**src/rtl/vga_frame_blitter_if.sv**
```systemverilog
// Framebuffer-side bus of vga_frame_blitter: shared background/glyph ROM read port
// plus the pixel write port towards the VGA adapter.
interface vga_frame_blitter_if #(
    parameter int X_W     = 9,
    parameter int Y_W     = 8,
    parameter int ADDR_W  = 17,
    parameter int COLOR_W = 3
);
    logic [ADDR_W-1:0]  oRomAddr;
    logic [3:0]         oGlyphSel;
    logic [COLOR_W-1:0] iBgColor;
    logic [COLOR_W-1:0] iGlyphColor;
    logic [X_W-1:0]     oX;
    logic [Y_W-1:0]     oY;
    logic [COLOR_W-1:0] oColor;
    logic               oWriteEn;

    modport master (
        output oRomAddr, oGlyphSel, oX, oY, oColor, oWriteEn,
        input  iBgColor, iGlyphColor
    );
    modport slave (
        input  oRomAddr, oGlyphSel, oX, oY, oColor, oWriteEn,
        output iBgColor, iGlyphColor
    );
endinterface

```
**src/rtl/vga_frame_blitter.sv**
```systemverilog
// Per-frame pixel writer: background, optional BCD glyph row and clipped cursor, one pixel per cycle.
// Optional build macro VGA_GLYPH_TRANSPARENCY_EN: glyph pixels equal to TRANSP_COLOR are not written.
module vga_frame_blitter #(
    parameter int H_RES        = 320,
    parameter int V_RES        = 240,
    parameter int X_W          = 9,
    parameter int Y_W          = 8,
    parameter int ADDR_W       = 17,
    parameter int COLOR_W      = 3,
    parameter int N_DIGITS     = 4,
    parameter int DIGIT_W      = 17,
    parameter int DIGIT_H      = 17,
    parameter int DIGIT_X0     = 120,
    parameter int DIGIT_Y0     = 155,
    parameter int SCORE_SCREEN = 3,
    parameter int CURSOR_SIZE  = 4,
    parameter int CURSOR_COLOR = 0,
    parameter int TRANSP_COLOR = 7
) (
    input  logic                  clk,
    input  logic                  iReset,
    input  logic                  iVSync,
    input  logic [1:0]            iScreenSel,
    input  logic [4*N_DIGITS-1:0] iDigits,
    input  logic [X_W-1:0]        iMouseX,
    input  logic [Y_W-1:0]        iMouseY,
    output logic                  oBusy,
    output logic                  oFrameDone,
    output logic                  oOverrun,
    vga_frame_blitter_if.master   bus
);
    localparam int DIG_IDX_W = (N_DIGITS > 1) ? $clog2(N_DIGITS) : 1;
    localparam int HALF      = CURSOR_SIZE / 2;
`ifdef VGA_GLYPH_TRANSPARENCY_EN
    localparam logic TRANSP_EN = 1'b1;
`else
    localparam logic TRANSP_EN = 1'b0;
`endif

    typedef enum logic [2:0] {S_IDLE, S_BG, S_DIGITS, S_CURSOR, S_DONE} state_t;
    typedef enum logic [1:0] {L_BG, L_GLYPH, L_CURSOR} layer_t;

    function automatic logic [3:0] f_digit(input logic [4*N_DIGITS-1:0] digits,
                                           input logic [DIG_IDX_W-1:0]  idx);
        f_digit = digits[4*(N_DIGITS-1-int'(idx)) +: 4];
    endfunction

    state_t                r_state;
    logic                  r_vs_prev;
    logic                  r_busy, r_done, r_overrun;
    logic [1:0]            r_screen;
    logic [4*N_DIGITS-1:0] r_digits;
    logic [X_W-1:0]        r_mx, r_cx;
    logic [Y_W-1:0]        r_my, r_cy;
    logic [DIG_IDX_W-1:0]  r_dig;
    logic [ADDR_W-1:0]     r_rom_addr;
    logic [3:0]            r_glyph_sel;
    // Pixel stage: one cycle behind the address, aligned with ROM data.
    logic [X_W-1:0]        r_p_x, r_hold_x;
    logic [Y_W-1:0]        r_p_y, r_hold_y;
    layer_t                r_p_layer;
    logic                  r_p_we;
    logic [COLOR_W-1:0]    r_hold_c;

    logic                  w_fall, w_bg_last, w_glyph_end, w_dig_last, w_cur_last, w_cur_in;
    logic [X_W-1:0]        w_glyph_x;
    logic [Y_W-1:0]        w_glyph_y;
    logic signed [X_W:0]   w_cur_x;
    logic signed [Y_W:0]   w_cur_y;
    logic [COLOR_W-1:0]    w_col;
    logic                  w_is_key, w_we;

    assign w_fall      = r_vs_prev & ~iVSync;
    assign w_bg_last   = (r_cx == X_W'(H_RES-1)) && (r_cy == Y_W'(V_RES-1));
    assign w_glyph_end = (r_cx == X_W'(DIGIT_W-1)) && (r_cy == Y_W'(DIGIT_H-1));
    assign w_dig_last  = w_glyph_end && (r_dig == DIG_IDX_W'(N_DIGITS-1));
    assign w_cur_last  = (r_cx == X_W'(CURSOR_SIZE-1)) && (r_cy == Y_W'(CURSOR_SIZE-1));
    assign w_glyph_x   = X_W'(DIGIT_X0) + X_W'(r_dig) * X_W'(DIGIT_W) + r_cx;
    assign w_glyph_y   = Y_W'(DIGIT_Y0) + r_cy;
    // Cursor origin may fall left of / above the screen, hence one extra signed bit.
    assign w_cur_x     = $signed({1'b0, r_mx}) + $signed({1'b0, r_cx}) - $signed((X_W+1)'(HALF));
    assign w_cur_y     = $signed({1'b0, r_my}) + $signed({1'b0, r_cy}) - $signed((Y_W+1)'(HALF));
    assign w_cur_in    = !w_cur_x[X_W] && (w_cur_x < $signed((X_W+1)'(H_RES))) &&
                         !w_cur_y[Y_W] && (w_cur_y < $signed((Y_W+1)'(V_RES)));

    // Frame sequencer: issues one ROM address per cycle and stages the pixel it belongs to.
    always_ff @(posedge clk) begin
        if (iReset) begin
            r_state     <= S_IDLE;
            r_vs_prev   <= 1'b1;
            r_busy      <= 1'b0;
            r_done      <= 1'b0;
            r_overrun   <= 1'b0;
            r_screen    <= 2'd0;
            r_digits    <= '0;
            r_mx        <= '0;
            r_my        <= '0;
            r_cx        <= '0;
            r_cy        <= '0;
            r_dig       <= '0;
            r_rom_addr  <= '0;
            r_glyph_sel <= 4'd0;
            r_p_x       <= '0;
            r_p_y       <= '0;
            r_p_layer   <= L_BG;
            r_p_we      <= 1'b0;
        end else begin
            r_vs_prev <= iVSync;
            r_done    <= 1'b0;
            r_overrun <= w_fall & r_busy;
            r_p_we    <= 1'b0;
            case (r_state)
                S_IDLE: begin
                    if (w_fall) begin
                        r_screen   <= iScreenSel;
                        r_digits   <= iDigits;
                        r_mx       <= iMouseX;
                        r_my       <= iMouseY;
                        r_cx       <= '0;
                        r_cy       <= '0;
                        r_rom_addr <= '0;
                        r_busy     <= 1'b1;
                        r_state    <= S_BG;
                    end
                end
                S_BG: begin
                    r_p_x     <= r_cx;
                    r_p_y     <= r_cy;
                    r_p_layer <= L_BG;
                    r_p_we    <= 1'b1;
                    if (w_bg_last) begin
                        r_cx <= '0;
                        r_cy <= '0;
                        if (r_screen == 2'(SCORE_SCREEN)) begin
                            r_dig       <= '0;
                            r_rom_addr  <= '0;
                            r_glyph_sel <= f_digit(r_digits, '0);
                            r_state     <= S_DIGITS;
                        end else begin
                            r_state <= S_CURSOR;
                        end
                    end else begin
                        r_rom_addr <= r_rom_addr + ADDR_W'(1);
                        if (r_cx == X_W'(H_RES-1)) begin
                            r_cx <= '0;
                            r_cy <= r_cy + Y_W'(1);
                        end else begin
                            r_cx <= r_cx + X_W'(1);
                        end
                    end
                end
                S_DIGITS: begin
                    r_p_x     <= w_glyph_x;
                    r_p_y     <= w_glyph_y;
                    r_p_layer <= L_GLYPH;
                    r_p_we    <= (r_glyph_sel <= 4'd9);
                    if (w_glyph_end) begin
                        r_cx       <= '0;
                        r_cy       <= '0;
                        r_rom_addr <= '0;
                        if (w_dig_last) begin
                            r_state <= S_CURSOR;
                        end else begin
                            r_dig       <= r_dig + DIG_IDX_W'(1);
                            r_glyph_sel <= f_digit(r_digits, r_dig + DIG_IDX_W'(1));
                        end
                    end else begin
                        r_rom_addr <= r_rom_addr + ADDR_W'(1);
                        if (r_cx == X_W'(DIGIT_W-1)) begin
                            r_cx <= '0;
                            r_cy <= r_cy + Y_W'(1);
                        end else begin
                            r_cx <= r_cx + X_W'(1);
                        end
                    end
                end
                S_CURSOR: begin
                    r_p_x     <= w_cur_x[X_W-1:0];
                    r_p_y     <= w_cur_y[Y_W-1:0];
                    r_p_layer <= L_CURSOR;
                    r_p_we    <= w_cur_in;
                    if (w_cur_last) begin
                        r_state <= S_DONE;
                    end else if (r_cx == X_W'(CURSOR_SIZE-1)) begin
                        r_cx <= '0;
                        r_cy <= r_cy + Y_W'(1);
                    end else begin
                        r_cx <= r_cx + X_W'(1);
                    end
                end
                S_DONE: begin
                    r_busy  <= 1'b0;
                    r_done  <= 1'b1;
                    r_state <= S_IDLE;
                end
                default: begin
                    r_busy  <= 1'b0;
                    r_state <= S_IDLE;
                end
            endcase
        end
    end

    // Colour source of the staged pixel; ROM data arrives this cycle.
    always_comb begin
        w_col = COLOR_W'(CURSOR_COLOR);
        case (r_p_layer)
            L_BG:    w_col = bus.iBgColor;
            L_GLYPH: w_col = bus.iGlyphColor;
            default: w_col = COLOR_W'(CURSOR_COLOR);
        endcase
    end

    assign w_is_key = (r_p_layer == L_GLYPH) && (bus.iGlyphColor == COLOR_W'(TRANSP_COLOR));
    assign w_we     = r_p_we && !(TRANSP_EN && w_is_key);

    // Last written pixel, presented while no pixel is valid.
    always_ff @(posedge clk) begin
        if (iReset) begin
            r_hold_x <= '0;
            r_hold_y <= '0;
            r_hold_c <= '0;
        end else if (w_we) begin
            r_hold_x <= r_p_x;
            r_hold_y <= r_p_y;
            r_hold_c <= w_col;
        end
    end

    assign bus.oRomAddr  = r_rom_addr;
    assign bus.oGlyphSel = r_glyph_sel;
    assign bus.oWriteEn  = w_we;
    assign bus.oX        = w_we ? r_p_x : r_hold_x;
    assign bus.oY        = w_we ? r_p_y : r_hold_y;
    assign bus.oColor    = w_we ? w_col : r_hold_c;
    assign oBusy         = r_busy;
    assign oFrameDone    = r_done;
    assign oOverrun      = r_overrun;
endmodule
```
**src/flat_wrapper.sv**
```systemverilog
// flat-port wrapper written by rule: the top's interface ports become plain ports
module vga_frame_blitter_flat 
#(
    parameter int H_RES        = 320,
    parameter int V_RES        = 240,
    parameter int X_W          = 9,
    parameter int Y_W          = 8,
    parameter int ADDR_W       = 17,
    parameter int COLOR_W      = 3,
    parameter int N_DIGITS     = 4,
    parameter int DIGIT_W      = 17,
    parameter int DIGIT_H      = 17,
    parameter int DIGIT_X0     = 120,
    parameter int DIGIT_Y0     = 155,
    parameter int SCORE_SCREEN = 3,
    parameter int CURSOR_SIZE  = 4,
    parameter int CURSOR_COLOR = 0,
    parameter int TRANSP_COLOR = 7
)
  (clk, iReset, iVSync, iScreenSel, iDigits, iMouseX, iMouseY, oBusy, oFrameDone, oOverrun, bus_oRomAddr, bus_oGlyphSel, bus_oX, bus_oY, bus_oColor, bus_oWriteEn, bus_iBgColor, bus_iGlyphColor);
  vga_frame_blitter_if #(.X_W(X_W), .Y_W(Y_W), .ADDR_W(ADDR_W), .COLOR_W(COLOR_W)) bus_i ();
  input  logic clk;
  input  logic iReset;
  input  logic iVSync;
  input  logic [1:0] iScreenSel;
  input  logic [4*N_DIGITS-1:0] iDigits;
  input  logic [X_W-1:0] iMouseX;
  input  logic [Y_W-1:0] iMouseY;
  output logic oBusy;
  output logic oFrameDone;
  output logic oOverrun;
  output wire logic [$bits(bus_i.oRomAddr)-1:0] bus_oRomAddr;
  output wire logic [$bits(bus_i.oGlyphSel)-1:0] bus_oGlyphSel;
  output wire logic [$bits(bus_i.oX)-1:0] bus_oX;
  output wire logic [$bits(bus_i.oY)-1:0] bus_oY;
  output wire logic [$bits(bus_i.oColor)-1:0] bus_oColor;
  output wire logic [$bits(bus_i.oWriteEn)-1:0] bus_oWriteEn;
  input wire logic [$bits(bus_i.iBgColor)-1:0] bus_iBgColor;
  input wire logic [$bits(bus_i.iGlyphColor)-1:0] bus_iGlyphColor;
  assign bus_oRomAddr = bus_i.oRomAddr;
  assign bus_oGlyphSel = bus_i.oGlyphSel;
  assign bus_oX = bus_i.oX;
  assign bus_oY = bus_i.oY;
  assign bus_oColor = bus_i.oColor;
  assign bus_oWriteEn = bus_i.oWriteEn;
  assign bus_i.iBgColor = bus_iBgColor;
  assign bus_i.iGlyphColor = bus_iGlyphColor;
  vga_frame_blitter #(.H_RES(H_RES), .V_RES(V_RES), .X_W(X_W), .Y_W(Y_W), .ADDR_W(ADDR_W), .COLOR_W(COLOR_W), .N_DIGITS(N_DIGITS), .DIGIT_W(DIGIT_W), .DIGIT_H(DIGIT_H), .DIGIT_X0(DIGIT_X0), .DIGIT_Y0(DIGIT_Y0), .SCORE_SCREEN(SCORE_SCREEN), .CURSOR_SIZE(CURSOR_SIZE), .CURSOR_COLOR(CURSOR_COLOR), .TRANSP_COLOR(TRANSP_COLOR)) u_core (.clk(clk), .iReset(iReset), .iVSync(iVSync), .iScreenSel(iScreenSel), .iDigits(iDigits), .iMouseX(iMouseX), .iMouseY(iMouseY), .oBusy(oBusy), .oFrameDone(oFrameDone), .oOverrun(oOverrun), .bus(bus_i));
endmodule
```
**config.mk**
```make
export PLATFORM = sky130hd
export DESIGN_NAME = vga_frame_blitter_flat
export DESIGN_NICKNAME = d
export VERILOG_FILES = /design/src/rtl/vga_frame_blitter_if.sv /design/src/rtl/vga_frame_blitter.sv /design/src/flat_wrapper.sv
export SDC_FILE = /design/constraint.sdc
export NUM_CORES = 1
export LEC_CHECK = 0
export ABC_AREA = 1
export CAP_MARGIN = 20
export CORE_MARGIN = 1
export CORE_UTILIZATION = 40
export CTS_CLUSTER_SIZE = 8
export DETAILED_ROUTE_END_ITERATION = 7
export GPL_TIMING_DRIVEN = 0
export HOLD_SLACK_MARGIN = 0.15
export PLACE_DENSITY = 0.69
export SLEW_MARGIN = 20
export SYNTH_ARGS = -nofsm -noshare
export SYNTH_HDL_FRONTEND = slang
export SYNTH_SLANG_ARGS = --single-unit
```
**constraint.sdc**
```tcl
create_clock -name clk -period 3.3 [get_ports clk]
set_clock_uncertainty 0.1 [all_clocks]
set_input_delay 0.825 -clock clk [delete_from_list [all_inputs] [get_ports clk]]
set_output_delay 0.825 -clock clk [all_outputs]
set_load 0.005 [all_outputs]
```
== Word-level counts from Yosys, hierarchy flattened ==
Index checks and enable logic that the tools add are counted.

* Output and inout bits: 45
* Flip-flop bits (word level): 122

* Add/subtract/negate cells: 12
* Reduce and logical (&&, ||, !) cells: 23
* $lt $le $gt $ge: 3
* Bitwise gates (word level): 4
* $mul: 1
* Muxes and demuxes: 49
* Equal/unequal tests: 25
* Shift operators: 1

{| class="wikitable"
|+ Operators with widths
! operator !! count
|-
| $mux W9 || 8
|-
| $mux W17 || 4
|-
| $mux W8 || 8
|-
| $pmux W17 S3 || 1
|-
| $pmux W9 S4 || 1
|-
| $pmux W8 S4 || 1
|-
| $shiftx A16 B32 Y4 || 1
|-
| $pmux W9 S3 || 1
|-
| $pmux W8 S3 || 1
|-
| $mux W3 || 6
|-
| $add A17 B1 Y17 const B || 1
|-
| $mux W4 || 4
|-
| $ne A2 B1 Y1 const B || 7
|-
| $pmux W3 S4 || 1
|-
| $add A9 B9 Y10 || 1
|-
| $lt A10 B10 Y1 const B || 1
|-
| $reduce_and A5 Y1 || 2
|-
| $sub A10 B3 Y10 const B || 1
|-
| $add A8 B8 Y9 || 1
|-
| $add A9 B1 Y9 const B || 1
|-
| $add A9 B9 Y9 || 1
|-
| $eq A9 B2 Y1 const B || 1
|-
| $eq A9 B5 Y1 const B || 1
|-
| $eq A9 B9 Y1 const B || 1
|-
| 41 further kinds || 62
|}

== Depth between registers and ports, before layout ==
Gate-level depths: netlist of run 1.

* Depth after elaboration: 7
* Depth in mapped cells: 17
* Depth with buffers taken out: 16

== Least setup slack after synthesis of run 1 ==
OpenSTA, ideal clock, no wires.

* Kind: register to register
* Start point: register u_core.r_dig[0]
* End point: register u_core.r_p_x[8]
* Required time: 3.129 ns
* Stages on the path, launching flop included: 15
* Slack: 0.783 ns
* Arrival time: 2.347 ns
* Path buffers: 2
* Clock period less this slack: 2.517 ns
* Cells stage by stage: dfxtp_1 clkbuf_1 inv_1 ha_1 clkbuf_1 inv_1 ha_1 inv_1 o21ai_0 nand2_1 nand3_1 a21oi_1 o21ai_0 nand3_1 a21oi_1

* Word-level cells in the longest chain between the ends: 4

{| class="wikitable"
|+ Ends and longest elaborated chain
! what !! line !! source
|-
| start, declared || vga_frame_blitter.sv:55 || <nowiki>logic [DIG_IDX_W-1:0] r_dig;</nowiki>
|-
| start signal, assigned || vga_frame_blitter.sv:164 || <nowiki>r_dig <= r_dig + DIG_IDX_W'(1);</nowiki>
|-
| $mul A2 B5 Y7 || vga_frame_blitter.sv:78 || <nowiki>assign w_glyph_x = X_W'(DIGIT_X0) + X_W'(r_dig) * X_W'(DIGIT_W) + r_cx;</nowiki>
|-
| $add A7 B7 Y8 || vga_frame_blitter.sv:78 ||
|-
| $add A9 B9 Y9 || vga_frame_blitter.sv:78 ||
|-
| $pmux W9 S3 || vga_frame_blitter.sv:112 || <nowiki>case (r_state)</nowiki>
|-
| end signal, assigned || vga_frame_blitter.sv:127 || <nowiki>r_p_x <= r_cx;</nowiki>
|-
| end signal, assigned || vga_frame_blitter.sv:153 || <nowiki>r_p_x <= w_glyph_x;</nowiki>
|-
| end signal, assigned || vga_frame_blitter.sv:178 || <nowiki>r_p_x <= w_cur_x[X_W-1:0];</nowiki>
|-
| end, declared || vga_frame_blitter.sv:59 || <nowiki>logic [X_W-1:0] r_p_x, r_hold_x;</nowiki>
|}

Every way passes these cells.
A chain may end at the register's enable or synchronous reset.

== Worst setup path after layout of run 1 ==
* Start point: input port bus_iGlyphColor[2]
* End point: output port bus_oColor[2]

* Word-level cells in the longest chain between the ends: 2

{| class="wikitable"
|+ Ends and longest elaborated chain
! what !! line !! source
|-
| start, declared || flat_wrapper.sv:39 || <nowiki>input wire logic [$bits(bus_i.iGlyphColor)-1:0] bus_iGlyphColor;</nowiki>
|-
| $pmux W3 S2 || vga_frame_blitter.sv:207 || <nowiki>case (r_p_layer)</nowiki>
|-
| $mux W3 || vga_frame_blitter.sv:235 || <nowiki>assign bus.oColor = w_we ? w_col : r_hold_c;</nowiki>
|-
| end, declared || flat_wrapper.sv:36 || <nowiki>output wire logic [$bits(bus_i.oColor)-1:0] bus_oColor;</nowiki>
|}

Every way passes these cells.

==> results of run 1 <==
[power by group through the flow]
stage | combinational [W] | clock (W) | sequential (W)
3_5_place_dp | 0.00345 | 0 | 0.00201
4_1_cts | 0.00347 | 0.00199 | 0.00199
6_report | 0.00349 | 0.00197 | 0.00199
2_1_floorplan | 0.00246 | 0 | 0.00195
3_3_place_gp | 0.00341 | 0 | 0.00201
5_1_grt | 0.00394 | 0.00205 | 0.00203
[through the flow]
step	hold WS [ns]	utilization, %	cell area [um^2]	setup slack [ns]	power (W)
3_5_place_dp	0.352	47.5	8590	0.0843	0.00546
6_report	0.354	50.9	9210	0.301	0.00745
5_1_grt	0.381	50.9	9210	0.0515	0.00802
2_1_floorplan	0.330	-	7420	0.783	0.00441
4_1_cts	0.359	50.9	9210	0.0622	0.00745
3_3_place_gp	0.344	47.5	8590	0.142	0.00542
[worst min-delay path, delay by kind of cell, from the launching register on]
family / cells / cell delay [ns]
buffers and inverters: 1 / 0.06
flip-flops: 1 / 0.29
AO/OA/AOI/OAI: 1 / 0.05
[cell usage after synthesis (5+ instances only)]
cell / instances / area share [%]
inv_1: 148 / 7.5
nand4_1: 25 / 2.1
a21oi_1: 86 / 5.8
ha_1: 46 / 7.8
nand3b_1: 5 / 0.51
a31oi_1: 11 / 0.93
dfxtp_1: 122 / 33
o21ai_0: 92 / 6.2
nor3_1: 13 / 0.88
clkbuf_1: 24 / 1.2
nor2_2: 5 / 0.42
buf_2: 8 / 0.54
nor2_1: 122 / 6.2
buf_6: 5 / 0.76
nand2_1: 268 / 14
inv_2: 9 / 0.45
xor2_1: 12 / 1.4
nor2_4: 6 / 0.91
nand3_1: 64 / 4.3
[how the worst min path moves through the flow]
stage | end | startpoint | cells past startpoint | slack [ns]
floorplan | u_core.r_digits[10] | u_core.r_digits[10] | 2 | 0.33
global placement | u_core.r_my[6] | u_core.r_my[6] | 2 | 0.34
detailed placement | u_core.r_my[6] | u_core.r_my[6] | 2 | 0.35
CTS | u_core.r_my[6] | u_core.r_my[6] | 2 | 0.36
global route | u_core.r_mx[4] | u_core.r_mx[4] | 2 | 0.38
finish | u_core.r_my[6] | u_core.r_my[6] | 2 | 0.35
[routing by layer]
layer / track usage (%) / vias to the layer above / part of all wire [%]
li1: - / 3850 / -
met1: 30.3 / 3355 / 46
met2: 37.4 / 289 / 45
met3: 4.43 / 36 / 6.9
met4: 8.40 / 0 / 2.4
met5: 0 / - / 0
[area by class of cell]
cell class / instances / area share (%)
sequential: 122 / 26.5
clock inverter: 11 / 1.82
inverter: 160 / 6.54
multi-input combinational: 798 / 45.5
clock buffer: 21 / 4.89
timing repair buffer: 88 / 9.57
tap: 229 / 3.11
buffer: 37 / 2.08
[cells by family (layout without fill, tap and decap cells)]
| kind of cell | Yosys count | after routing |
|---|---|---|
| AO/OA/AOI/OAI | 213 | 213 |
| XOR/XNOR | 12 | 12 |
| adder cells (fa/ha/maj) | 49 | 49 |
| buffers and inverters | 198 | 317 |
| flip-flops | 122 | 122 |
| AND/OR/NAND/NOR | 524 | 524 |
[state kept, by name, summed over array words and instances (netlist names), 4 cells and up]
name                  cells
u_core.bus.oRomAddr      17
u_core.r_digits          16
u_core.r_cx               9
u_core.r_hold_x           9
u_core.r_mx               9
u_core.r_p_x              9
u_core.r_cy               8
u_core.r_hold_y           8
u_core.r_my               8
u_core.r_p_y              8
u_core.bus.oGlyphSel      4
[what timing repair did]
action                     CTS  global route
resized for setup            0             2
setup endpoints to repair    0             2
setup buffers                0             0
==> metrics.md, run 1 <==
| Metric | Value |
|---|---|
| Max VDD drop | `0.431 mV` |
| Area share of xor/xnor cells in the synthesized design | `1.42%` |
| RSZ-0062 raised after global routing | `false` |
| Root Driver | `clkbuf_16` |
| Synthesized flop and latch total | `122` |
| Initial antenna violation count | `0` |
| Maxcap violations | `0` |
| Setup_tns | `0 ns` |
| Vias in the first global route | `6887` |
| Share of cells above drive strength 1 | `6.47%` |
| CTS tree | `yes` |
| Leakage | `4.12 nW` |
| Clock power frac | `26.4%` |
| Inserted Clock Buffers | `17` |
| Post-Synth Adder-Cell Area | `8.56%` |
| Worst rel slew slack | `53.5%` |
| CTS sink cnt | `122` |
| Antenna diode count | `0` |
| Most frequent cells in the layout | `268 x nand2_1, 148 x inv_1, 122 x nor2_1, 122 x dfxtp_1, 92 x o21ai_0` |
| Pwr dens | `810 mW/mm^2` |
| Status | `finished, violations left` |
| Combinational share of power | `46.9%` |
| Fin. max-slew vios | `0` |
| Initial DRT Pass Iterations | `7` |
| Leading cell type in the layout, fill and taps excluded | `nand2_1` |
| Critical path arrival | `2.07 ns` |
| Worst-Margin Slew | `0.697 ns` |
| GPL Wtd Cong | `0.990` |
| Net Sw Frac | `42.2%` |
| Synth Net Count | `1211` |
| Final period utilization | `90.9%` |
| Synth Area in Compound Gates | `15.6%` |
| Mux contribution to synthesized area | `0%` |
| Vias | `7530` |
| CP Buf/Inv Count | `2` |
| Worst R2R End | `u_core.r_p_x[8]` |
| Total net switching power | `0.00315 W` |
| Post-detail-place hpwl | `16.3 mm` |
| Clock buffer depth | `2` |
| Crit-path max FO | `2` |
| Routed len/inst | `14.6 um` |
| Failing checks | `design-rule violations` |
| Multi-input gate area | `0.00419 mm^2` |
| I/O pin count | `89` |
| CORE AREA | `0.0181 mm^2` |
| Mapped Area | `0.00742 mm^2` |
| Fmax | `0.333 GHz` |
| Asr flop ratio synth | `0%` |
| Initial core utilization | `41.1%` |
| Final worst path period need | `3.00 ns` |
| H-tree depth | `4` |
| Crit path largest cell delay | `0.51 ns` |
| Row count | `49` |
| Reg clk slew, reported paths | `0.06 ns` |
| Die Span X | `138 um` |
| # fillers | `1786` |
| Seq/Total Area, Yosys | `32.9%` |
| Layout area overhead | `24.0%` |
| Hold_buf cts | `0` |
| Pin count of the biggest net entering global routing | `17` |
| Initial DRC count | `539` |
| Top FF cell, synth | `dfxtp_1` |
| Congestion Overflow GR | `0` |
| Reg2reg path depth | `13` |
| Port Buffer Count | `88` |
| Startpoint types | `input pin` |
| Synth Area in Simple Gates | `30.8%` |
| Critical Path End | `bus_oColor[2]` |
| Cells after DPL | `1435` |
| Sequential cell area | `0.00244 mm^2` |
| Ys Warns | `0` |
| Post-route ant nets | `0` |
| First-pass GRT wire length | `35.1 mm` |
| Internal Power | `0.00431 W` |
| Slowest CP cell | `clkdlybuf4s50_1` |
| Nets | `1317` |
| R2r setup slk | `0.34 ns` |
| Register share of total power | `26.7%` |
| Final setup viols | `0` |
| Synth Area per Inst | `6.64 um^2` |
| EDFF count, synth | `0` |
| CP startpoint | `bus_iGlyphColor[2]` |
| Crit-path cells | `clkdlybuf4s50_1 -> nand3_1 -> nand2_1 -> nand2_1 -> nand2_1 -> clkdlybuf4s50_1` |
| Setup CP Type | `input pin to output pin` |
| Cell mode on critical path | `nand2_1` |
| DRC violations left | `18` |
| Non-filler cells in the finished layout | `1466` |
| Worst-Skew Late Latency | `0.42 ns` |
| Stages on the worst setup path | `6` |
| Delay-heaviest family, CP | `buffers and inverters` |
| Final Hold Viols | `0` |
| Die footprint | `0.0191 mm^2` |
| Die H | `138 um` |
| RR Startpoint | `u_core.r_dig[0]` |
| Crit end category | `output pin` |
| Netlist cell types | `44` |
| Total GRT Usage | `23.0%` |
| Cells after Synth | `1118` |
| Crit path required time | `2.37 ns` |
| Via density | `5.14` |
| Largest family of logic cells by synthesized area | `simple AND/OR/NAND/NOR gates` |
| Routed Wire Length | `21.3 mm` |
| HP Class | `flip-flop to flip-flop` |
Note: power is estimated with default switching activity, not from simulation.
==> inputs of run 2 (changes only) <==
--- a/config.mk
+++ b/config.mk
@@ -14,7 +14,6 @@
 export GPL_TIMING_DRIVEN = 0
 export HOLD_SLACK_MARGIN = 0.15
 export PLACE_DENSITY = 0.69
-export SLEW_MARGIN = 20
 export SYNTH_ARGS = -nofsm -noshare
 export SYNTH_HDL_FRONTEND = slang
 export SYNTH_SLANG_ARGS = --single-unit
==> results of run 2 <==
The final DEF is identical to that of run 1; final timing and power are the same.
==> inputs of run 3 (changes only) <==
--- a/config.mk
+++ b/config.mk
@@ -12,7 +12,7 @@
 export CTS_CLUSTER_SIZE = 8
 export DETAILED_ROUTE_END_ITERATION = 7
 export GPL_TIMING_DRIVEN = 0
-export HOLD_SLACK_MARGIN = 0.15
+export HOLD_SLACK_MARGIN = 0.1
 export PLACE_DENSITY = 0.69
 export SYNTH_ARGS = -nofsm -noshare
 export SYNTH_HDL_FRONTEND = slang
==> results of run 3 <==
The final DEF is identical to that of run 1; final timing and power are the same.
==> patch (config.mk and constraints of run 3) <==
Set the localparam `TRANSP_EN` to 1'b1 (it was 1'b0).
--- a/src/rtl/vga_frame_blitter.sv
+++ b/src/rtl/vga_frame_blitter.sv
@@ -35,5 +35,5 @@
     localparam logic TRANSP_EN = 1'b1;
 `else
-    localparam logic TRANSP_EN = 1'b0;
+    localparam logic TRANSP_EN = 1'b1;
 `endif
 
Check against the original RTL: no difference found for any inputs over 10 cycles, from zero or initial values and one cycle with iReset high; that may be too few to reach the edited logic, so the function may still have changed.
==> patch against run 3 <==
Final area increased by 1.0%. Count of clock-buffer cells in the layout increased by 3. Power increased by 5.8%. Sequential share of layout area decreased by 0.27 points. Routed wire length increased by 2.1%. Synthesized area decreased by 0.98%. Setup slack got worse by 180 ps. Cell count increased by 0.41%. Sequential cell count unchanged. Combinational power increased by 9.5%. Utilization increased by 0.88 points. Critical endpoint is now bus_oColor[0]. Largest cell class unchanged.
==> patch: results (changes against run 3) <==
drt:
  drt-total-wl_um: 21800  # was 21300 µm
  firstDrtPassIters: 8  # was 7
  dr_total_vias: 7578  # was 7530
  viasPerCell: 5.15  # was 5.14
  drt-initial-drc-count: 600  # was 539
min_path:
  holdPathEnd: "u_core.r_digits[8]"  # was u_core.r_my[6]
  hold_start: "u_core.r_digits[8]"  # was u_core.r_my[6]
layout:
  drive_gt1_share_pct: 9.81  # was 6.47%
status:
  outcome: "finished clean"  # was finished with violations
place:
  routabilityCongestion: 0.949  # was 0.990
  dp.cells: 1429  # was 1435
  place.port_buffers: 87  # was 88
  place_hpwl_um: 16300  # about the same
critical_path:
  cp_data_arrival_time_ps: 2250  # was 2070 ps
  worst_path_largest_cell_delay_ps: 540  # was 510 ps
  r2r_setup_slack_ps: 270  # was 340 ps
yosys:
  synth_nets: 1206  # was 1211
  synth_area_leaders: "dfxtp_1 (33%), nand2_1 (11%), inv_1 (8.1%), ha_1 (7.8%), o21ai_0 (7.4%)"  # was dfxtp_1 (33%), nand2_1 (14%), ha_1 (7.8%), inv_1 (7.5%), o21ai_0 (6.2%)
  netlist_top_cells_count: "nand2_1 (225), inv_1 (159), dfxtp_1 (122)"  # was nand2_1 (268), inv_1 (148), dfxtp_1 (122), nor2_1 (122), o21ai_0 (92)
power_and_ir_drop:
  p_int_uw: 4570  # was 4310 µW
  p_leak_uw: 0.00443  # was 0.00412 µW
  peakVddDrop_uv: 502  # was 431 µV
sta:
  worst_slew_pin_slew_ps: 694  # was 697 ps
  holdWs_ps: 357  # was 354 ps
grt:
  grt_pass1_wl_um: 34200  # was 35100 µm
  grtUsageTotal_pct: 23.7  # was 23.0%
==> patch: changes by cell type after synthesis, moves of 11 or more <==
cell,delta
o21ai_0,+17
or2_2,+16
a21oi_1,-17
nand2_1,-43
nand3_1,+17
inv_1,+11
==> patch: cell type report <==
| class | count | area [µm²] | area share, % |
|---|---|---|---|
| Clock buffer | 24 | 482 | 5.18 |
| Timing Repair Buffer | 98 | 933 | 10.0 |
| Inverter | 173 | 649 | 6.98 |
| Sequential cell | 122 | 2440 | 26.3 |
| Tap cell | 229 | 287 | 3.08 |
| Clock inverter | 8 | 140 | 1.51 |
| Multi-Input combinational cell | 779 | 4150 | 44.6 |
| Buffer | 39 | 221 | 2.38 |
==> patch: worst max-delay path by stage <==
stage / start / end / slack (ps) / cells after the start
2_1_floorplan: bus_iGlyphColor[2] / bus_oX[7] / 710 / 7
3_3_place_gp: bus_iGlyphColor[1] / bus_oX[6] / -360 / 9
3_5_place_dp: bus_iGlyphColor[1] / bus_oX[6] / -370 / 9
4_1_cts: bus_iBgColor[0] / bus_oColor[0] / 110 / 6
5_1_grt: bus_iBgColor[0] / bus_oColor[0] / 7 / 6
6_report: bus_iBgColor[0] / bus_oColor[0] / 120 / 6
==> patch: tightest hold or removal path, cell delays in order (launching register included) <==
cell and delay [ps]:
dfxtp_1 300, inv_1 60, a21oi_1 60
==> patch: timing repair <==
item | in CTS | in global routing
hold buffers | 0 | 0
gates resized for setup | 69 | 0
endpoints found under the setup margin | 21 | 0
buffers inserted | 10 | 0
==> patch: power groups by stage <==
| stage | sequential [µW] | combinational [µW] | clock (µW) |
|---|---|---|---|
| after floorplan | 1990 | 2440 | 0 |
| after global placement | 2070 | 3570 | 0 |
| after detailed placement | 2080 | 3610 | 0 |
| after CTS | 2070 | 3770 | 1990 |
| after global routing | 2110 | 4290 | 2060 |
| final | 2070 | 3820 | 1990 |
==> patch: metrics by stage <==
stage	cell area (µm²)	worst slack (ps)	setup TNS, ps
after global routing	9300	6.83	0
after floorplan	7350	715	0
final	9300	123	0
after detailed placement	8510	-374	-6380
after global placement	8510	-357	-6350
after CTS	9300	112	0
==> patch: routing by layer <==
layer | vias up | track usage (%) | share of wire, %
met5 | - | 0 | 0
met4 | 0 | 9.65 | 2.3
met3 | 33 | 4.53 | 6.9
met2 | 244 | 36.9 | 44
met1 | 3457 | 31.9 | 47
li1 | 3844 | - | -
==> patch: cell families after synthesis <==
group	synth area share (%)
AND/OR/NAND/NOR	30.1
AO/OA/AOI/OAI	15.7
buffers and inverters	11.1
flip-flops	33.2
adder cells (fa/ha/maj)	8.65
XOR/XNOR	1.19
